[config.mk]
export PLATFORM = sky130hd
export DESIGN_NAME = glitch_timing_ctrl
export DESIGN_NICKNAME = d
export VERILOG_FILES = /design/src/rtl/glitch_timing_ctrl.sv
export SDC_FILE = /design/constraint.sdc
export NUM_CORES = 1
export LEC_CHECK = 0
export CAP_MARGIN = 10
export CORE_ASPECT_RATIO = 1.2
export CORE_MARGIN = 2
export CORE_UTILIZATION = 50
export CTS_CLUSTER_SIZE = 16
export DETAILED_ROUTE_END_ITERATION = 8
export PLACE_DENSITY_LB_ADDON = 0.2
export SYNTH_ARGS = -nofsm -noshare
export SYNTH_HDL_FRONTEND = slang
export SYNTH_SLANG_ARGS = --single-unit
export TNS_END_PERCENT = 20
[constraint.sdc]
create_clock -name clk -period 8.3 [get_ports clk]
set_clock_uncertainty 0.1 [all_clocks]
set_input_delay 0.83 -clock clk [delete_from_list [all_inputs] [get_ports clk]]
set_output_delay 0.83 -clock clk [all_outputs]
set_load 0.02 [all_outputs]
[src/rtl/glitch_timing_ctrl.sv]
// Glitch timing sequencer: on a trigger rising edge, waits pos cycles, then
// issues width-cycle gate pulses every period cycles while trigger stays high.
// Latency: first gate rise at T0+pos+1; glitch_gate is registered.
// Backpressure: none. Trigger edges while busy are dropped, not queued.
//
// Ports:
//   clk, rst            clock, async active-high reset
//   glitch_en           arm; low aborts a running sequence
//   glitch_width        gate high time per pulse (cycles)
//   glitch_period       start-to-start pulse spacing (0 = single shot)
//   glitch_pos          trigger-to-first-pulse delay (cycles)
//   glitch_pos_fine     fine delay tap, captured onto fine_delay at trigger
//   trigger             target trigger, synchronous to clk
//   glitch_gate         glitch clock mux select (registered)
//   fine_delay          captured glitch_pos_fine
//   busy                high outside IDLE
//   done                one-cycle pulse on normal completion
//   glitch_cnt          pulses since last accepted trigger, saturating
module glitch_timing_ctrl #(
    parameter int CNT_W = 16
) (
    input  logic             clk,
    input  logic             rst,
    input  logic             glitch_en,
    input  logic [CNT_W-1:0] glitch_width,
    input  logic [CNT_W-1:0] glitch_period,
    input  logic [CNT_W-1:0] glitch_pos,
    input  logic [CNT_W-1:0] glitch_pos_fine,
    input  logic             trigger,
    output logic             glitch_gate,
    output logic [CNT_W-1:0] fine_delay,
    output logic             busy,
    output logic             done,
    output logic [CNT_W-1:0] glitch_cnt
);

    localparam logic [CNT_W-1:0] ONE = CNT_W'(1);

    typedef enum logic [2:0] {
        IDLE,
        DELAY,
        PULSE,
        GAP,
        DONE
    } state_t;

    state_t           state;
    state_t           state_nxt;
    logic [CNT_W-1:0] cnt;
    logic [CNT_W-1:0] cnt_nxt;
    logic [CNT_W-1:0] width_sh;
    logic [CNT_W-1:0] period_sh;
    logic             trig_d;
    logic             trig_rise;
    logic             capture;
    logic             pulse_start;

    assign trig_rise = trigger & ~trig_d;
    assign busy      = (state != IDLE);
    assign done      = (state == DONE);

    // Single down counter reused per state. The delay count is loaded
    // straight from glitch_pos at capture, so the counter itself is the
    // shadow copy of pos for the rest of the sequence.
    always_comb begin
        state_nxt   = state;
        cnt_nxt     = cnt;
        capture     = 1'b0;
        pulse_start = 1'b0;
        case (state)
            IDLE: begin
                if (trig_rise && glitch_en) begin
                    capture   = 1'b1;
                    cnt_nxt   = glitch_pos;
                    state_nxt = DELAY;
                end
            end
            DELAY: begin
                if (!glitch_en) begin
                    state_nxt = IDLE;
                end else if (cnt != '0) begin
                    cnt_nxt = cnt - ONE;
                end else if (width_sh == '0) begin
                    state_nxt = DONE;
                end else begin
                    state_nxt   = PULSE;
                    cnt_nxt     = width_sh - ONE;
                    pulse_start = 1'b1;
                end
            end
            PULSE: begin
                if (!glitch_en) begin
                    state_nxt = IDLE;
                end else if (cnt != '0) begin
                    cnt_nxt = cnt - ONE;
                end else if (trigger && (period_sh != '0) && (period_sh > width_sh)) begin
                    // Gap of period-width cycles keeps rises exactly period apart.
                    state_nxt = GAP;
                    cnt_nxt   = period_sh - width_sh - ONE;
                end else begin
                    state_nxt = DONE;
                end
            end
            GAP: begin
                if (!glitch_en) begin
                    state_nxt = IDLE;
                end else if (cnt != '0) begin
                    cnt_nxt = cnt - ONE;
                end else begin
                    state_nxt   = PULSE;
                    cnt_nxt     = width_sh - ONE;
                    pulse_start = 1'b1;
                end
            end
            DONE: begin
                state_nxt = IDLE;
            end
            default: begin
                state_nxt = IDLE;
            end
        endcase
    end

    always_ff @(posedge clk or posedge rst) begin
        if (rst) begin
            state       <= IDLE;
            cnt         <= '0;
            width_sh    <= '0;
            period_sh   <= '0;
            fine_delay  <= '0;
            glitch_cnt  <= '0;
            glitch_gate <= 1'b0;
            // Resetting to 1 means a trigger already high at reset release
            // does not count as a rising edge.
            trig_d      <= 1'b1;
        end else begin
            state       <= state_nxt;
            cnt         <= cnt_nxt;
            trig_d      <= trigger;
            glitch_gate <= (state_nxt == PULSE);
            if (capture) begin
                width_sh   <= glitch_width;
                period_sh  <= glitch_period;
                fine_delay <= glitch_pos_fine;
                glitch_cnt <= '0;
            end else if (pulse_start && (glitch_cnt != '1)) begin
                glitch_cnt <= glitch_cnt + ONE;
            end
        end
    end

endmodule

# == After elaboration in Yosys (flattened, before gate mapping) ==
# Cells that the tools add are included.
# word_totals
reg_bits,85
inputBits,68
output_inout_bits,35
elab_cells,70
# op_classes
add_sub_neg,5
magnitude_cmp,1
n_eq_ne,12
muxes,30
n_bitwise,2
n_reduce_logical,12
# op_table
op,n
2-to-1 mux 16 bit,11
one-hot mux 16 bit (4 select lines),1
"subtractor 16 x 1 -> 16 bit, second input constant",3
nonzero test 16 bit,2
2-to-1 mux 3 bit,9
"adder 16 x 1 -> 16 bit, second input constant",1
> comparator 16 bit,1
zero test 16 bit,1
"!= test 16 bit, second input constant",1
subtractor 16 bit,1
one-hot mux 3 bit (4 select lines),1
"== test 3 x 2 -> 1 bit, second input constant",3
"!= test 2 bit, second input constant",4
2-to-1 mux 1 bit,7
AND reduction 7 bit,1
"!= test 3 bit, second input constant",2
logical AND 1 bit,4
nonzero test 4 bit,1
"== test 3 x 1 -> 1 bit, second input constant",1
"== test 3 bit, second input constant",1
zero test 3 bit,1
nonzero test 3 bit,1
one-hot mux 1 bit (2 select lines),1
nonzero test 2 bit,1
2 further kinds,2

# == Depth between registers and ports, before layout ==
# logic_depth
depth_word,8
depth_mapped,12
depth_no_buf,11

# == Worst setup path after synthesis ==
# Ideal clock, no wire load.
# synth_path
path_kind,register to register
startpoint,reg width_sh[1]
endpoint,reg cnt[14]
setup_ns,0.132
arrival_ns,2.522
required_ns,8.068
path_slack_ns,5.545
path_stages_with_launch,13
path_buffers,3
period_less_slack_ns,2.755
cell_sequence,dfrtp_1 inv_1 ha_1 or3b_1 buf_2 or2_1 buf_2 or4_4 o21a_1 o21a_2 buf_6 o21ai_0 o211ai_1
# synth_between
elab_chain_cells,6
# synth_rtl
element,line,source
from (decl),51,logic [CNT_W-1:0] width_sh;
from (signal assigned),142,width_sh <= glitch_width;
subtractor 16 bit,99,cnt_nxt = period_sh - width_sh - ONE;
subtractor 16 x 1 -> 16 bit,99,
2-to-1 mux 16 bit,96,end else if (trigger && (period_sh != '0) && (period_sh > width_sh)) begin
2-to-1 mux 16 bit,94,end else if (cnt != '0) begin
2-to-1 mux 16 bit,92,if (!glitch_en) begin
one-hot mux 16 bit (4 select lines),70,case (state)
to (signal assigned),138,cnt <= cnt_nxt;
to (decl),49,logic [CNT_W-1:0] cnt;
# Several ways; a longest one is shown, not always the timed one. The select of a mux whose other input is x is not followed.
# A chain may end at the register's enable or synchronous reset.

# == Worst setup path after layout ==
# layout_path
startpoint,reg width_sh[0]
endpoint,reg cnt[14]
# The elaborated chain is that of the path after synthesis.

==> results by group <==
Outcome
  – Outcome: completed

Timing
  – Endpoints failing setup: 0
  – Period minus WS final: 3.22 ns
  – Hold slack: 0.405 ns
  – Slew headroom: 29.1%
  – Tcrit/Tclk final: 38.8%
  – Max Fclk: 0.310 GHz
  – Worst-Margin Slew: 1.06 ns
  – Max-slew violations: 0
  – Final setup TNS: 0 ns
  – Setup repair after global routing missed its margin: no
  – Final Hold Vio Count: 0

Synthesis
  – Syn_area_per_cell: 8.98 sq um
  – Fraction of registers with async set or reset after synthesis: 100%
  – Top_reg_cell synth: dfrtp_1
  – Post-synth top area cell: dfrtp_1
  – Distinct cells, synth: 61
  – Synthesized area: 5350 sq um
  – Post-synthesis register bit count: 85
  – Post-synthesis sequential area ratio: 39.8%
  – Share of the synthesized area in the top cell type: 39.3%
  – Most area-consuming cells after synthesis: dfrtp_1 39%, mux2_2 6.3%, o21ai_0 5.4%, nand2_1 4.7%, ha_1 4.7%
  – Yosys warns: 0
  – Synth Net Count: 685
  – Post-Synthesis Cells: 596
  – Post-synth EDFFs: 0

Power and ir drop
  – Tot Pwr: 1.59 mW
  – PwrDens: 234 nW/um^2
  – Leak Pwr: 2.72 nW
  – Peak supply drop: 152 uV

Setup path
  – Worst EP arrival: 3.34 ns
  – Critical Path End Type: flip-flop
  – CP Max Fanout: 5
  – Reg2reg start: width_sh[0]$_DFFE_PP0P_
  – CP Class: reg2reg
  – R2R setup slack: 5.08 ns
  – Worst r2r path cells: 11
  – CP startpoint: width_sh[0]$_DFFE_PP0P_
  – CP startpoint kind: flip-flop
  – CP required: 8.42 ns
  – Reg2reg end: cnt[14]$_DFFE_PP0P_

Global route
  – First-pass GRT wire length: 24000 microns
  – Initial antenna violation count: 0
  – Total Routing Usage GR: 25.5%
  – Vias in the first global route: 4896
  – GRT Residual Overflow: 0
  – Largest net degree at the start of global routing: 86

Final layout
  – Most frequent cells in the layout: 102 x clkdlybuf4s50_1, 84 x dfrtp_1, 67 x nand2_1
  – Most common cell after layout, fill and taps aside: clkdlybuf4s50_1
  – FF/Latch Area: 2130 sq um
  – Antenna diodes: 0
  – # fillers: 913
  – Multi-input gate area: 3000 sq um
  – Fin nets: 780
  – Area Growth Syn to Fin: 26.5%
  – Share of cells above drive strength 1: 8.62%

Clock tree
  – TritonCTS Buffers: 9
  – CTS tree: built
  – Clk_lat worst skew: 0.34 ns
  – Hold-fix buffers, CTS: 0
  – Clock Path Buffers: 2
  – Number of clock sinks: 85
  – Post-CTS Resized: 0
  – Clock slew at the register clock pins of the worst setup and hold paths: 0.06 ns
  – Setup Fix Bufs, Post-CTS: 0
  – Clock root cell: clkbuf_16
  – CTS H-tree lvls: 3

Die
  – Die area: 11500 sq um
  – Starting density of the core: 51.1%
  – Die height: 117 microns
  – Ports: 103
  – Die W: 98.4 microns
  – Core Region: 10500 sq um
  – Rows: 41

Hold path
  – Worst Hold Depth: 1
  – Hold path startpoint: fine_delay[9]$_DFFE_PP0P_
  – Hold crit path type: reg2reg
  – Worst Hold End: fine_delay[9]$_DFFE_PP0P_

Routing
  – Via Count: 4947
  – Iter 0 DRT Violations: 443
  – WL/cell: 17.6 microns
  – Via density: 6.00
  – Detail Route Antenna Nets: 0
  – Detailed-router iteration count before antenna repair: 5
  – DR DRC count: 0
  – Aggregate routed wire length: 14500 microns

Placed design
  – Dpl hpwl: 10900 microns
  – IO Port Bufs: 102
  – Final GP Congestion: 0.984

Run
  – Max cap viols: 0
## power breakdown
group / switching (mW) / internal (mW)
clock network: 0.163 / 0.265
registers: 0.0759 / 0.488
logic: 0.337 / 0.258
total: 0.576 / 1.01
## synth_stat cells, types with 4 or more instances
master / number
a211oi_1: 9
a21oi_1: 31
a221oi_1: 6
a31oi_1: 6
and2_1: 6
and3_1: 4
and4_1: 6
buf_2: 4
clkbuf_1: 14
dfrtp_1: 84
ha_1: 20
inv_1: 37
mux2_2: 30
nand2_1: 67
nand2b_1: 7
nand3_1: 10
nand4_1: 14
nor2_1: 42
nor3_1: 17
nor4_1: 11
o21ai_0: 58
o22ai_1: 7
o2bb2ai_1: 5
o31ai_1: 7
or3_1: 10
xnor2_1: 20
xor2_1: 14
## how the worst max path moves through the flow
stage                                             to  slack (ns)  cells after the start
final                            cnt[14]$_DFFE_PP0P_        5.08                     11
after global routing              cnt[4]$_DFFE_PP0P_        4.92                      8
after CTS                        cnt[14]$_DFFE_PP0P_        5.18                     11
after detailed placement  fine_delay[14]$_DFFE_PP0P_        5.13                      6
after global placement      period_sh[7]$_DFFE_PP0P_        5.18                      6
after floorplan                   cnt[0]$_DFFE_PP0P_        5.18                      1
## stage by stage
step	utilization [%]	setup WS, ns	cells	area [sq um]
after floorplan	-	5.18	596	5350
after global placement	61.7	5.18	809	6460
after detailed placement	61.7	5.13	809	6460
after CTS	64.7	5.18	825	6770
after global routing	64.7	4.92	825	6770
final	64.7	5.08	825	6770
## worst max-delay path, cell delays in order (launching register included)
cell,delay (ns)
dfrtp_1,0.40
inv_1,0.17
ha_1,0.21
inv_1,0.06
fa_1,0.40
nand2b_1,0.16
a21oi_1,0.38
a221oi_1,0.16
o31ai_1,0.56
xor2_1,0.13
a21boi_0,0.24
o211ai_1,0.12
## flip-flops by register name (all words and copies together), names as in the netlist
register and count:
glitch_cnt 16, glitch_gate 1, trig_d 1, cnt 16, width_sh 16, fine_delay 16, period_sh 16, state 3
## cells by family (layout without fill, tap and decap cells)
group / after synthesis / in the layout / synth area share (%)
AOI/OAI and AO/OA: 156 / 156 / 18.0
xor gates and xnor gates: 34 / 34 / 5.57
adders and majority gates: 21 / 21 / 5.05
buffers and inverters: 57 / 157 / 4.37
DFF: 85 / 85 / 39.8
muxes: 31 / 31 / 6.50
and+or+nand+nor: 212 / 212 / 20.8
## per-layer routing
layer,wire (microns),global-route usage [%],share of wire [%],vias up
met5,0,0,0,-
met4,506,11.2,3.5,0
met3,1070,6.02,7.4,42
met2,6980,41.2,48,204
met1,5950,32.6,41,2345
li1,-,-,-,2356
## layout make-up
| cell class | count | share of cell area [%] |
|---|---|---|
| sequential | 85 | 31.4 |
| clock buffer | 13 | 3.55 |
| timing repair buffer | 104 | 15.3 |
| multi-input combinational | 454 | 44.2 |
| inverter | 37 | 2.07 |
| tap | 129 | 2.38 |
| clock inverter | 3 | 1.02 |
No activity file was read; power rests on OpenSTA's default activity.
